[config.mk]
export PLATFORM = sky130hd
export DESIGN_NAME = dmem_access_arbiter
export DESIGN_NICKNAME = d
export VERILOG_FILES = /design/src/rtl/dmem_arb_pkg.sv /design/src/rtl/dmem_lane_merge.sv /design/src/rtl/dmem_access_arbiter.sv
export SDC_FILE = /design/constraint.sdc
export NUM_CORES = 1
export LEC_CHECK = 0
export ABC_CLOCK_PERIOD_IN_PS = 5700
export CELL_PAD_IN_SITES_DETAIL_PLACEMENT = 1
export CELL_PAD_IN_SITES_GLOBAL_PLACEMENT = 1
export CORE_MARGIN = 5
export CORE_UTILIZATION = 36
export CTS_CLUSTER_SIZE = 25
export DETAILED_ROUTE_END_ITERATION = 8
export PLACE_DENSITY_LB_ADDON = 0.1
export SYNTH_ARGS = -nofsm -noshare
export SYNTH_HDL_FRONTEND = slang
export SYNTH_SLANG_ARGS = --single-unit
[constraint.sdc]
create_clock -name clk -period 5.7 [get_ports clk]
set_clock_uncertainty 0.2 [all_clocks]
set_input_delay 1.14 -clock clk [delete_from_list [all_inputs] [get_ports clk]]
set_output_delay 1.14 -clock clk [all_outputs]
set_load 0.01 [all_outputs]
[src/rtl/dmem_arb_pkg.sv]
// Shared types and codes for the data-RAM access arbiter.
package dmem_arb_pkg;

    typedef enum logic [1:0] {
        ST_IDLE = 2'd0,
        ST_RD   = 2'd1,
        ST_WR   = 2'd2,
        ST_DONE = 2'd3
    } state_t;

    localparam logic [1:0] SZ_BYTE = 2'b00;
    localparam logic [1:0] SZ_HALF = 2'b01;
    localparam logic [1:0] SZ_WORD = 2'b10;

    localparam logic PORT_CPU = 1'b0;
    localparam logic PORT_DBG = 1'b1;

    // Latched request; the byte address is kept beside it because its width is a parameter.
    typedef struct packed {
        logic        port;
        logic        we;
        logic [1:0]  size;
        logic        err;
        logic [31:0] wdata;
    } req_t;

endpackage

[src/rtl/dmem_lane_merge.sv]
// Big-endian lane handling: load extraction, store merge and alignment check.
module dmem_lane_merge
    import dmem_arb_pkg::*;
(
    input  logic [1:0]  size_i,
    input  logic [1:0]  addr_lo_i,
    input  logic [31:0] ram_word_i,
    input  logic [31:0] wdata_i,
    output logic [31:0] load_data_o,
    output logic [31:0] merged_o,
    output logic        misalign_o
);

    always_comb begin
        load_data_o = ram_word_i;
        merged_o    = wdata_i;
        misalign_o  = 1'b0;
        case (size_i)
            SZ_BYTE: begin
                load_data_o = {24'b0, ram_word_i[31:24]};
                merged_o    = {wdata_i[7:0], ram_word_i[23:0]};
            end
            SZ_HALF: begin
                load_data_o = {16'b0, ram_word_i[31:16]};
                merged_o    = {wdata_i[15:0], ram_word_i[15:0]};
                misalign_o  = addr_lo_i[0];
            end
            SZ_WORD: begin
                misalign_o  = |addr_lo_i;
            end
            default: begin
                misalign_o  = 1'b1;
            end
        endcase
    end

endmodule

[src/rtl/dmem_access_arbiter.sv]
// Two-port arbiter and access sequencer for the single-port data RAM.
// Sub-word stores are done as read-modify-write of the addressed word.
module dmem_access_arbiter
    import dmem_arb_pkg::*;
#(
    parameter int NB_DATA = 32,
    parameter int NB_ADDR = 8
) (
    input  logic                 clk,
    input  logic                 i_rst,
    input  logic [1:0]           i_req,
    input  logic [1:0]           i_we,
    input  logic [3:0]           i_size,
    input  logic [2*NB_ADDR-1:0] i_addr,
    input  logic [2*NB_DATA-1:0] i_wdata,
    output logic [1:0]           o_ack,
    output logic                 o_err,
    output logic [NB_DATA-1:0]   o_rdata,
    output logic                 o_ram_we,
    output logic [NB_ADDR-1:0]   o_ram_addr,
    output logic [NB_DATA-1:0]   o_ram_wdata,
    input  logic [NB_DATA-1:0]   i_ram_rdata
);

    state_t               state_q, state_d;
    req_t                 req_q, req_d;
    logic [NB_ADDR-1:0]   addr_q, addr_d;
    logic                 last_gnt_q, last_gnt_d;
    logic [NB_DATA-1:0]   rdata_q, rdata_d;
    logic [NB_DATA-1:0]   ram_wdata_q, ram_wdata_d;

    logic                 win;
    logic [1:0]           win_size;
    logic [NB_ADDR-1:0]   win_addr;
    logic [NB_DATA-1:0]   win_wdata;
    logic [1:0]           lm_size;
    logic [1:0]           lm_addr_lo;
    logic [31:0]          load_data;
    logic [31:0]          merged;
    logic                 misalign;

    always_comb begin
        if (i_req[PORT_CPU] && i_req[PORT_DBG]) begin
            win = ~last_gnt_q;
        end else if (i_req[PORT_DBG]) begin
            win = PORT_DBG;
        end else begin
            win = PORT_CPU;
        end
        win_size  = win ? i_size[3:2] : i_size[1:0];
        win_addr  = win ? i_addr[2*NB_ADDR-1:NB_ADDR] : i_addr[NB_ADDR-1:0];
        win_wdata = win ? i_wdata[2*NB_DATA-1:NB_DATA] : i_wdata[NB_DATA-1:0];
    end

    // In IDLE the lane unit checks the incoming winner; afterwards it works on the latched request.
    assign lm_size    = (state_q == ST_IDLE) ? win_size : req_q.size;
    assign lm_addr_lo = (state_q == ST_IDLE) ? win_addr[1:0] : addr_q[1:0];

    dmem_lane_merge u_lane (
        .size_i      (lm_size),
        .addr_lo_i   (lm_addr_lo),
        .ram_word_i  (i_ram_rdata),
        .wdata_i     (req_q.wdata),
        .load_data_o (load_data),
        .merged_o    (merged),
        .misalign_o  (misalign)
    );

    always_ff @(posedge clk) begin
        if (i_rst) begin
            state_q <= ST_IDLE;
        end else begin
            state_q <= state_d;
        end
    end

    always_comb begin
        state_d = state_q;
        case (state_q)
            ST_IDLE: if (|i_req) state_d = misalign ? ST_DONE : ST_RD;
            ST_RD:   state_d = req_q.we ? ST_WR : ST_DONE;
            ST_WR:   state_d = ST_DONE;
            ST_DONE: state_d = ST_IDLE;
            default: state_d = ST_IDLE;
        endcase
    end

    always_comb begin
        o_ack = 2'b00;
        if (state_q == ST_DONE) o_ack[req_q.port] = 1'b1;
        o_err    = (state_q == ST_DONE) && req_q.err;
        o_ram_we = (state_q == ST_WR);
    end

    assign o_ram_addr  = addr_q;
    assign o_ram_wdata = ram_wdata_q;
    assign o_rdata     = rdata_q;

    always_comb begin
        req_d       = req_q;
        addr_d      = addr_q;
        last_gnt_d  = last_gnt_q;
        rdata_d     = rdata_q;
        ram_wdata_d = ram_wdata_q;
        case (state_q)
            ST_IDLE: begin
                if (|i_req) begin
                    req_d.port  = win;
                    req_d.we    = i_we[win];
                    req_d.size  = win_size;
                    req_d.err   = misalign;
                    req_d.wdata = win_wdata;
                    addr_d      = win_addr;
                    if (misalign) rdata_d = '0;
                end
            end
            ST_RD: begin
                if (req_q.we) begin
                    ram_wdata_d = merged;
                    rdata_d     = '0;
                end else begin
                    rdata_d     = load_data;
                end
            end
            ST_DONE: last_gnt_d = req_q.port;
            default: ;
        endcase
    end

    always_ff @(posedge clk) begin
        if (i_rst) begin
            req_q       <= '0;
            addr_q      <= '0;
            last_gnt_q  <= 1'b1;
            rdata_q     <= '0;
            ram_wdata_q <= '0;
        end else begin
            req_q       <= req_d;
            addr_q      <= addr_d;
            last_gnt_q  <= last_gnt_d;
            rdata_q     <= rdata_d;
            ram_wdata_q <= ram_wdata_d;
        end
    end

endmodule
==> flow_metrics.tcl, run 1 <==
set metrics [dict create \
    diodes 0 \
    p_int_mw 1.888 \
    grt_use_met3 0.05365 \
    first_pass_iters 4 \
    clock-sinks 112 \
    period_needed_ps 4448 \
    seq_area_frac_synth 0.4006 \
    setup_viol 0 \
    grt-ovfl-total 0 \
    syn-num-nets 769 \
    ys.flop_type "dfxtp_1" \
    pwr-share-comb 0.464 \
    die_w_um 134.7 \
    path_class "in -> reg" \
    synth.distinct_cells 46 \
    ys_warn_count 0 \
    hold_viol_final 0 \
    top_usage_layer "met2" \
    drc_errors 0 \
    switching_share 0.4042 \
    syn_inst 642 \
    place_congestion 0.8509 \
    cts_setup_buffers 0 \
    clock_path_buffers 2 \
    route.vias.total 5473 \
    status "finished, final reports clean" \
    numCtsBuffers 9 \
    ctsHoldBuffers 0 \
    port_buffers 197 \
    async_flop_share 0 \
    path_common_cell "mux2i_1" \
    power_density_nw_per_um2 404.1 \
    nFillCells 1749 \
    max-vdd-ir-drop_uv 189.6 \
    fmax_mhz 224.8 \
    cp_max_fo 16 \
    tns_ps 0 \
    fp.dieArea_um2 18140 \
    nets 919 \
    wire_per_inst_um 19.82 \
    initial_core_util 0.3681 \
    grt_start_max_net_pins 81 \
    slew_headroom 0.3230 \
    ant_nets 0 \
    worstPathCellList "clkdlybuf4s50_1, a21boi_1, mux2i_1, nand3_1, o21ai_4, mux2i_1" \
    rows 45 \
    p_seq_frac 0.339 \
    grt_pass1_wl_mm 30.29 \
    post-route-period-util 0.7803 \
    synth_edf_count 0 \
    yosys_register_bits 112 \
    pwr-share-clk 0.197 \
    gr-usage-met1 0.2659 \
    dp_hpwl_mm 14.73 \
    coreArea_um2 15200 \
    avgViaCountPerCell 5.562 \
    cp_slowest_cell "mux2i_1" \
    arrival_ps 4520 \
    clk_pin_slew_ps 70 \
    grt_util_met2 0.3580 \
    fin_util 0.5159 \
    htreeDepth 3 \
    wirelength_mm 19.51 \
    leakagePower_nw 3.046 \
    max_slew.worst_pin.slew_ps 987.3 \
    pin_count 198 \
    switchingPower_mw 1.281 \
    drive_above_1_share 0.03643 \
    grt_pass1_vias 5675 \
    grt_setup_unrepaired "false" \
    cts_tree "built" \
    area_delta_synth_final_pct 40.13 \
    syn-cell-area_um2 5597 \
    insertion_delay_ps 360 \
    holdCritPathClass "reg -> reg" \
    drt_iter0_drc 354 \
    drv_cap 0 \
    grt_usage 0.2109 \
    syn_area_per_cell_um2 8.717 \
    cts_resized 0 \
    max_stage_delay_ps 880 \
    die_y_um 134.7 \
    maxSlewViolCount 0 \
    antenna_found_initial 0 \
    cts_root_buf "clkbuf_16" \
    critPathLaunchType "input port" \
    required_ps 5770 \
    crit_path_end_kind "flip-flop" \
]
-- flip-flops by register name, summed over array words and instances, names as in the netlist --
| register | count |
|---|---|
| o_ram_wdata | 32 |
| o_ram_addr | 8 |
| last_gnt_q | 1 |
| o_rdata | 32 |
| req_q | 37 |
| state_q | 2 |
-- cell families (layout without fill, tap and decap cells) --
group,Yosys count,in the layout,synth area share
compound gates,164,164,0.2285
simple gates,202,202,0.1632
mux,73,73,0.1308
fa+ha+maj,5,5,0.01118
flops,112,112,0.4006
buf+inv,86,240,0.06573
-- synthesized netlist by cell type (9+ instances only) --
master	number	share of area
a211oi_1	55	0.074
nor2_1	61	0.041
nand3_1	18	0.016
o31ai_1	9	0.012
and3_1	32	0.036
a311oi_1	18	0.028
clkbuf_1	49	0.033
o32ai_1	16	0.025
nand2_1	71	0.048
o21ai_0	17	0.015
inv_1	21	0.014
dfxtp_1	112	0.40
mux2i_1	72	0.13
-- power groups by stage --
stage	sequential [mW]	clock, mW	combinational [mW]
final	1.08	0.623	1.47
after global routing	1.10	0.663	1.61
after CTS	1.08	0.638	1.48
after detailed placement	1.09	0	1.47
after global placement	1.09	0	1.43
after floorplan	1.08	0	1.00
-- worst paths after layout --
check                            startpoint     endpoint  slack, ps  depth (start not counted)
worst min-delay path            o_rdata[29]  o_rdata[29]        260                          2
worst min register to register  o_rdata[29]  o_rdata[29]        260                          2
worst max-delay path               i_req[1]  o_rdata[25]       1250                          6
worst max register to register   state_q[0]  o_rdata[25]       1910                          7
-- critical path: cells and delay by family --
family | cells | cell delay (ps)
AOI/OAI and AO/OA | 2 | 1150
buffers and inverters | 1 | 510
muxes | 2 | 1170
and+or+nand+nor | 1 | 560
-- layer usage --
metal	vias up	share of wire
met3	21	0.064
met4	0	0.017
met2	188	0.49
met5	-	0
li1	2644	-
met1	2620	0.43
-- cell type report --
type	count	area, um2	share of cell area
Clock buffer	12	236.5	0.03015
Clock inverter	3	43.79	0.005584
Multi-Input combinational cell	444	2990	0.3813
Tap cell	188	235.2	0.02999
Inverter	22	82.58	0.01053
Timing Repair Buffer	203	2012	0.2565
Sequential cell	112	2242	0.2859
-- through the flow --
| step | setup WS, ps | std cells | instance area (um2) | hold WS, ps | total power [mW] |
|---|---|---|---|---|---|
| 5_1_grt | 975.9 | 984 | 7843 | 291.7 | 3.365 |
| 4_1_cts | 1277 | 984 | 7843 | 265.2 | 3.192 |
| 6_report | 1252 | 984 | 7843 | 261.4 | 3.169 |
| 3_3_place_gp | 1189 | 969 | 7562 | 246.6 | 2.514 |
| 2_1_floorplan | 2633 | 642 | 5597 | 231.8 | 2.082 |
| 3_5_place_dp | 913.4 | 969 | 7562 | 255.1 | 2.562 |
-- placed cells by master (no fill, tap or decap), types with 18 or more instances in the layout --
| cell type | n |
|---|---|
| clkdlybuf4s50_1 | 196 |
| dfxtp_1 | 112 |
| mux2i_1 | 72 |
| nand2_1 | 71 |
| nor2_1 | 60 |
| a211oi_1 | 55 |
| and3_1 | 32 |
| inv_1 | 21 |
| nand3_1 | 18 |
| a311oi_1 | 18 |
No activity file was read; power rests on OpenSTA's default activity.
==> run 2: changes to the inputs <==
- ABC_CLOCK_PERIOD_IN_PS: 5700 -> 4250
- CORE_UTILIZATION: 36 -> 33
- clock period: 5.7 -> 4.25 ns (I/O delays scaled with it)
==> run 2 against run 1 <==
Compared with the run above:
- worst setup slack got worse by 390 ps
- clock power grew 32%
- sequential cell count is the same
- count of clock-buffer cells in the layout shrank 3
- critical path type unchanged
- largest power group unchanged
==> flow_metrics.tcl, run 2 (same netlist as run 1, synthesis figures left out) <==
set metrics [dict create \
    status "finished, final reports clean" \
    dpl_cell_area_um2 7685 \
    gr-usage-met1 0.2555 \
    drv_cap 0 \
    cts_setup_buffers 0 \
    largest_reg_flops 37 \
    grt_usage 0.1999 \
    initial_core_util 0.3375 \
    power_density_nw_per_um2 538.1 \
    pin_count 198 \
    insertion_delay_ps 360 \
    fmax_mhz 294.9 \
    post-route-period-util 0.7977 \
    setup_viol 0 \
    switching_share 0.4088 \
    route.vias.total 5418 \
    nets 926 \
    hold_viol_final 0 \
    crit_path_end_kind "flip-flop" \
    wire_per_inst_um 19.54 \
    p_seq_frac 0.339 \
    place_congestion 0.7994 \
    fp.dieArea_um2 19660 \
    maxSlewViolCount 0 \
    top_register "req_q" \
    pwr-share-clk 0.192 \
    fin_util 0.4802 \
    max-vdd-ir-drop_uv 257.4 \
    ctsHoldBuffers 0 \
    p_int_mw 2.534 \
    diodes 0 \
    max_slew.worst_pin.slew_ps 929.0 \
    tns_ps 0 \
    grt_setup_unrepaired "false" \
    final_common_cell "clkdlybuf4s50_1" \
    drt_iter0_drc 324 \
    grt_pass1_wl_mm 31.53 \
    first_pass_iters 4 \
    die_y_um 140.2 \
    period_needed_ps 3390 \
    rows 47 \
    wirelength_mm 20.01 \
    min_from "o_rdata[25]" \
    layout_common_cells "clkdlybuf4s50_1 (196), dfxtp_1 (112), mux2i_1 (72)" \
    avgViaCountPerCell 5.291 \
    drive_above_1_share 0.04975 \
    leakagePower_nw 3.095 \
    pwr-share-comb 0.469 \
    top_usage_layer "met2" \
    area_delta_synth_final_pct 42.30 \
    clock-sinks 112 \
    coreArea_um2 16580 \
    dp_hpwl_mm 15.40 \
    slew_headroom 0.3807 \
    grt-ovfl-total 0 \
    die_w_um 140.2 \
    cts_resized 0 \
    numCtsBuffers 9 \
    required_ps 4320 \
    holdCritPathClass "reg -> reg" \
    htreeDepth 3 \
    switchingPower_mw 1.752 \
    grt_start_max_net_pins 81 \
    crit_path_start "i_req[1]" \
    clock_path_buffers 2 \
    port_buffers 197 \
    path_class "in -> reg" \
    grt_pass1_vias 5747 \
    final_area_um2 7964 \
    clk_pin_slew_ps 70 \
    arrival_ps 3460 \
    ant_nets 0 \
    critPathLaunchType "input port" \
    cts_root_buf "clkbuf_16" \
    cts_tree "built" \
    drc_errors 0 \
    timing.rr.start "state_q[0]" \
    cp_max_fo 16 \
    grt_util_met2 0.3349 \
    grt_use_met3 0.04192 \
    antenna_found_initial 0 \
]
## run 2: worst paths after layout
| kind | endpoint | slack [ps] | cells after the start |
|---|---|---|---|
| setup / recovery | o_rdata[3] | 860 | 6 |
| hold / removal | o_rdata[25] | 260 | 2 |
| hold reg to reg | o_rdata[25] | 260 | 2 |
| setup reg to reg | o_rdata[3] | 980 | 7 |
## run 2: layout make-up
cell class / instances / area [um2]
Clock inverter: 7 / 53.80
Clock buffer: 9 / 225.2
Timing Repair Buffer: 210 / 2090
Inverter: 22 / 82.58
Sequential cell: 112 / 2242
Multi-Input combinational cell: 444 / 2995
Tap cell: 220 / 275.3
Fill cell: 1904 / 8620
## run 2: critical path, stage by stage
cell and delay (ps):
clkdlybuf4s50_1 490, a21bo_2 260, a221o_1 440, a41oi_4 420, o21a_1 680, mux2i_1 300
## run 2: routing by layer
layer  wire (um)  up-vias
met5           0        -
met1        8751     2579
met2        9700      154
met3        1150       26
met4         411        0
li1            -     2659
## run 2: stage by stage
stage	instances	setup WS (ps)	power (mW)	hold slack (ps)
floorplan	642	1473	2.792	231.8
global placement	1008	637.0	3.416	246.0
global route	1024	741.8	4.576	280.3
finish	1024	859.6	4.286	259.5
CTS	1024	885.4	4.321	266.6
detailed placement	1008	537.8	3.487	247.7
## run 2: power by group through the flow
stage	Sequential (mW)	Clock (mW)	Combinational [mW]
after floorplan	1.45	0	1.34
after global placement	1.47	0	1.95
after detailed placement	1.48	0	2.01
after CTS	1.45	0.847	2.02
after global routing	1.48	0.893	2.20
final	1.45	0.824	2.01
==> run 3: changes to the inputs <==
- ABC_CLOCK_PERIOD_IN_PS: 4250 -> 3150
- clock period: 4.25 -> 3.15 ns (I/O delays scaled with it)
==> run 3 against run 2 <==
Compared with the run above:
- utilization grew 0.54 points
- wire length grew 0.82%
- highest routed layer unchanged
- worst hold slack gained 5.4 ps
- count of clock-buffer cells in the layout grew 1
- cell count grew 0.68%
- power grew 40%
- sequential power grew 35%
- global-route usage grew 0.18 points
- critical path depth grew 1
- via count shrank 0.11%
- die area is the same
- final area grew 1.1%
==> flow_metrics.tcl, run 3 (same netlist as run 1, synthesis figures left out) <==
set metrics [dict create \
    hold_ws_ps 264.9 \
    maxSlewViolCount 0 \
    dp_hpwl_mm 15.47 \
    timing.rr.start "state_q[1]" \
    htreeDepth 3 \
    top_register "req_q" \
    grt_usage 0.2017 \
    pwr-share-clk 0.195 \
    ff2ff_path_depth 7 \
    die_y_um 140.2 \
    dp.cells 1016 \
    cts_root_buf "clkbuf_16" \
    drc_errors 0 \
    p_seq_frac 0.327 \
    port_buffers 197 \
    whs_path_depth 2 \
    path_class "reg -> reg" \
    clock-sinks 112 \
    first_pass_iters 4 \
    grt_start_max_net_pins 81 \
    place_congestion 0.7994 \
    initial_core_util 0.3375 \
    setup_viol 0 \
    slew_headroom 0.3864 \
    required_ps 3210 \
    leakagePower_nw 3.142 \
    holdCritPathClass "reg -> reg" \
    seqCellArea_um2 2242 \
    post-route-period-util 0.9192 \
    max-vdd-ir-drop_uv 383.2 \
    grt_pass1_vias 5742 \
    pwr-share-comb 0.478 \
    max_slew.worst_pin.slew_ps 918.5 \
    clock_path_buffers 2 \
    grt_setup_unrepaired "false" \
    diodes 0 \
    grt_pass1_wl_mm 32.02 \
    reg2reg_slack_ps 250 \
    arrival_ps 2950 \
    avgViaCountPerCell 5.249 \
    switchingPower_mw 2.408 \
    numCtsBuffers 9 \
    power_density_nw_per_um2 745.5 \
    cp_max_fo 18 \
    ctsHoldBuffers 0 \
    wire_per_inst_um 19.57 \
    hold_viol_final 0 \
    worstReg2RegEnd "o_ram_wdata[10]" \
    tns_ps 0 \
    wirelength_mm 20.18 \
    clk_pin_slew_ps 70 \
    route.vias.total 5412 \
    nets 934 \
    final_common_cell "clkdlybuf4s50_1" \
    multi_input_area_um2 2995 \
    drv_cap 0 \
    crit_path_end_kind "flip-flop" \
    layout_common_cells "clkdlybuf4s50_1 (196), dfxtp_1 (112), mux2i_1 (72)" \
    grt-ovfl-total 0 \
    nFillCells 1871 \
    insertion_delay_ps 360 \
    rows 47 \
    largest_reg_flops 37 \
    cts_setup_buffers 0 \
    fmax_mhz 345.4 \
    cts_tree "built" \
    coreArea_um2 16580 \
    status "finished, final reports clean" \
    fp.dieArea_um2 19660 \
    fin_cells 1031 \
    p_int_mw 3.595 \
    pin_count 198 \
    ant_nets 0 \
    fin_util 0.4856 \
    switching_share 0.4011 \
    die_w_um 140.2 \
    critPathLaunchType "flip-flop" \
    crit_path_start "state_q[1]" \
    period_needed_ps 2895 \
    drive_above_1_share 0.05795 \
    drt_iter0_drc 303 \
    min_from "o_rdata[4]" \
    area_delta_synth_final_pct 43.89 \
    cts_resized 0 \
    hold_path_end "o_rdata[4]" \
    antenna_found_initial 0 \
]
## run 3: how the worst max path moves through the flow
stage / slack, ps / end / cells after the start
global route: 50 / o_ram_wdata[13] / 7
floorplan: 590 / o_rdata[0] / 8
detailed placement: 0.02 / o_rdata[17] / 8
global placement: 10 / o_ram_wdata[17] / 8
CTS: 230 / o_ram_wdata[25] / 6
finish: 250 / o_ram_wdata[10] / 7
## run 3: critical path: stages (launching register included)
cell and delay, ps:
dfxtp_1 420, inv_1 120, ha_1 380, nor2b_1 790, or2_2 270, buf_4 230, nand2_1 80, a311oi_1 300
## run 3: metal layers
| layer | track usage | vias up | share of wire |
|---|---|---|---|
| met3 | 0.04363 | 25 | 0.054 |
| li1 | - | 2663 | - |
| met5 | 0 | - | 0 |
| met4 | 0.06272 | 0 | 0.018 |
| met1 | 0.2629 | 2564 | 0.45 |
| met2 | 0.3339 | 160 | 0.48 |
## run 3: cell type report
| class | instances | share of cell area |
|---|---|---|
| clock inverters | 5 | 0.006992 |
| repair buffers | 218 | 0.2685 |
| inverters | 22 | 0.01025 |
| flip-flops and latches | 112 | 0.2784 |
| clock buffers | 10 | 0.02968 |
| well taps | 220 | 0.03418 |
| multi-input cells | 444 | 0.3720 |
## run 3: power groups by stage
stage | Combinational (mW) | Sequential, mW | Clock (mW)
after global placement | 2.77 | 1.98 | 0
after CTS | 2.88 | 1.96 | 1.21
final | 2.87 | 1.96 | 1.17
after global routing | 3.13 | 2.00 | 1.26
after detailed placement | 2.86 | 1.99 | 0
after floorplan | 1.81 | 1.96 | 0
## run 3: through the flow
stage / instance area [um2] / power (mW) / setup WS [ps]
floorplan: 5597 / 3.767 / 593.0
global placement: 7757 / 4.759 / 12.85
detailed placement: 7757 / 4.855 / 0.01599
CTS: 8053 / 6.053 / 230.4
global route: 8053 / 6.381 / 51.72
finish: 8053 / 6.003 / 254.6
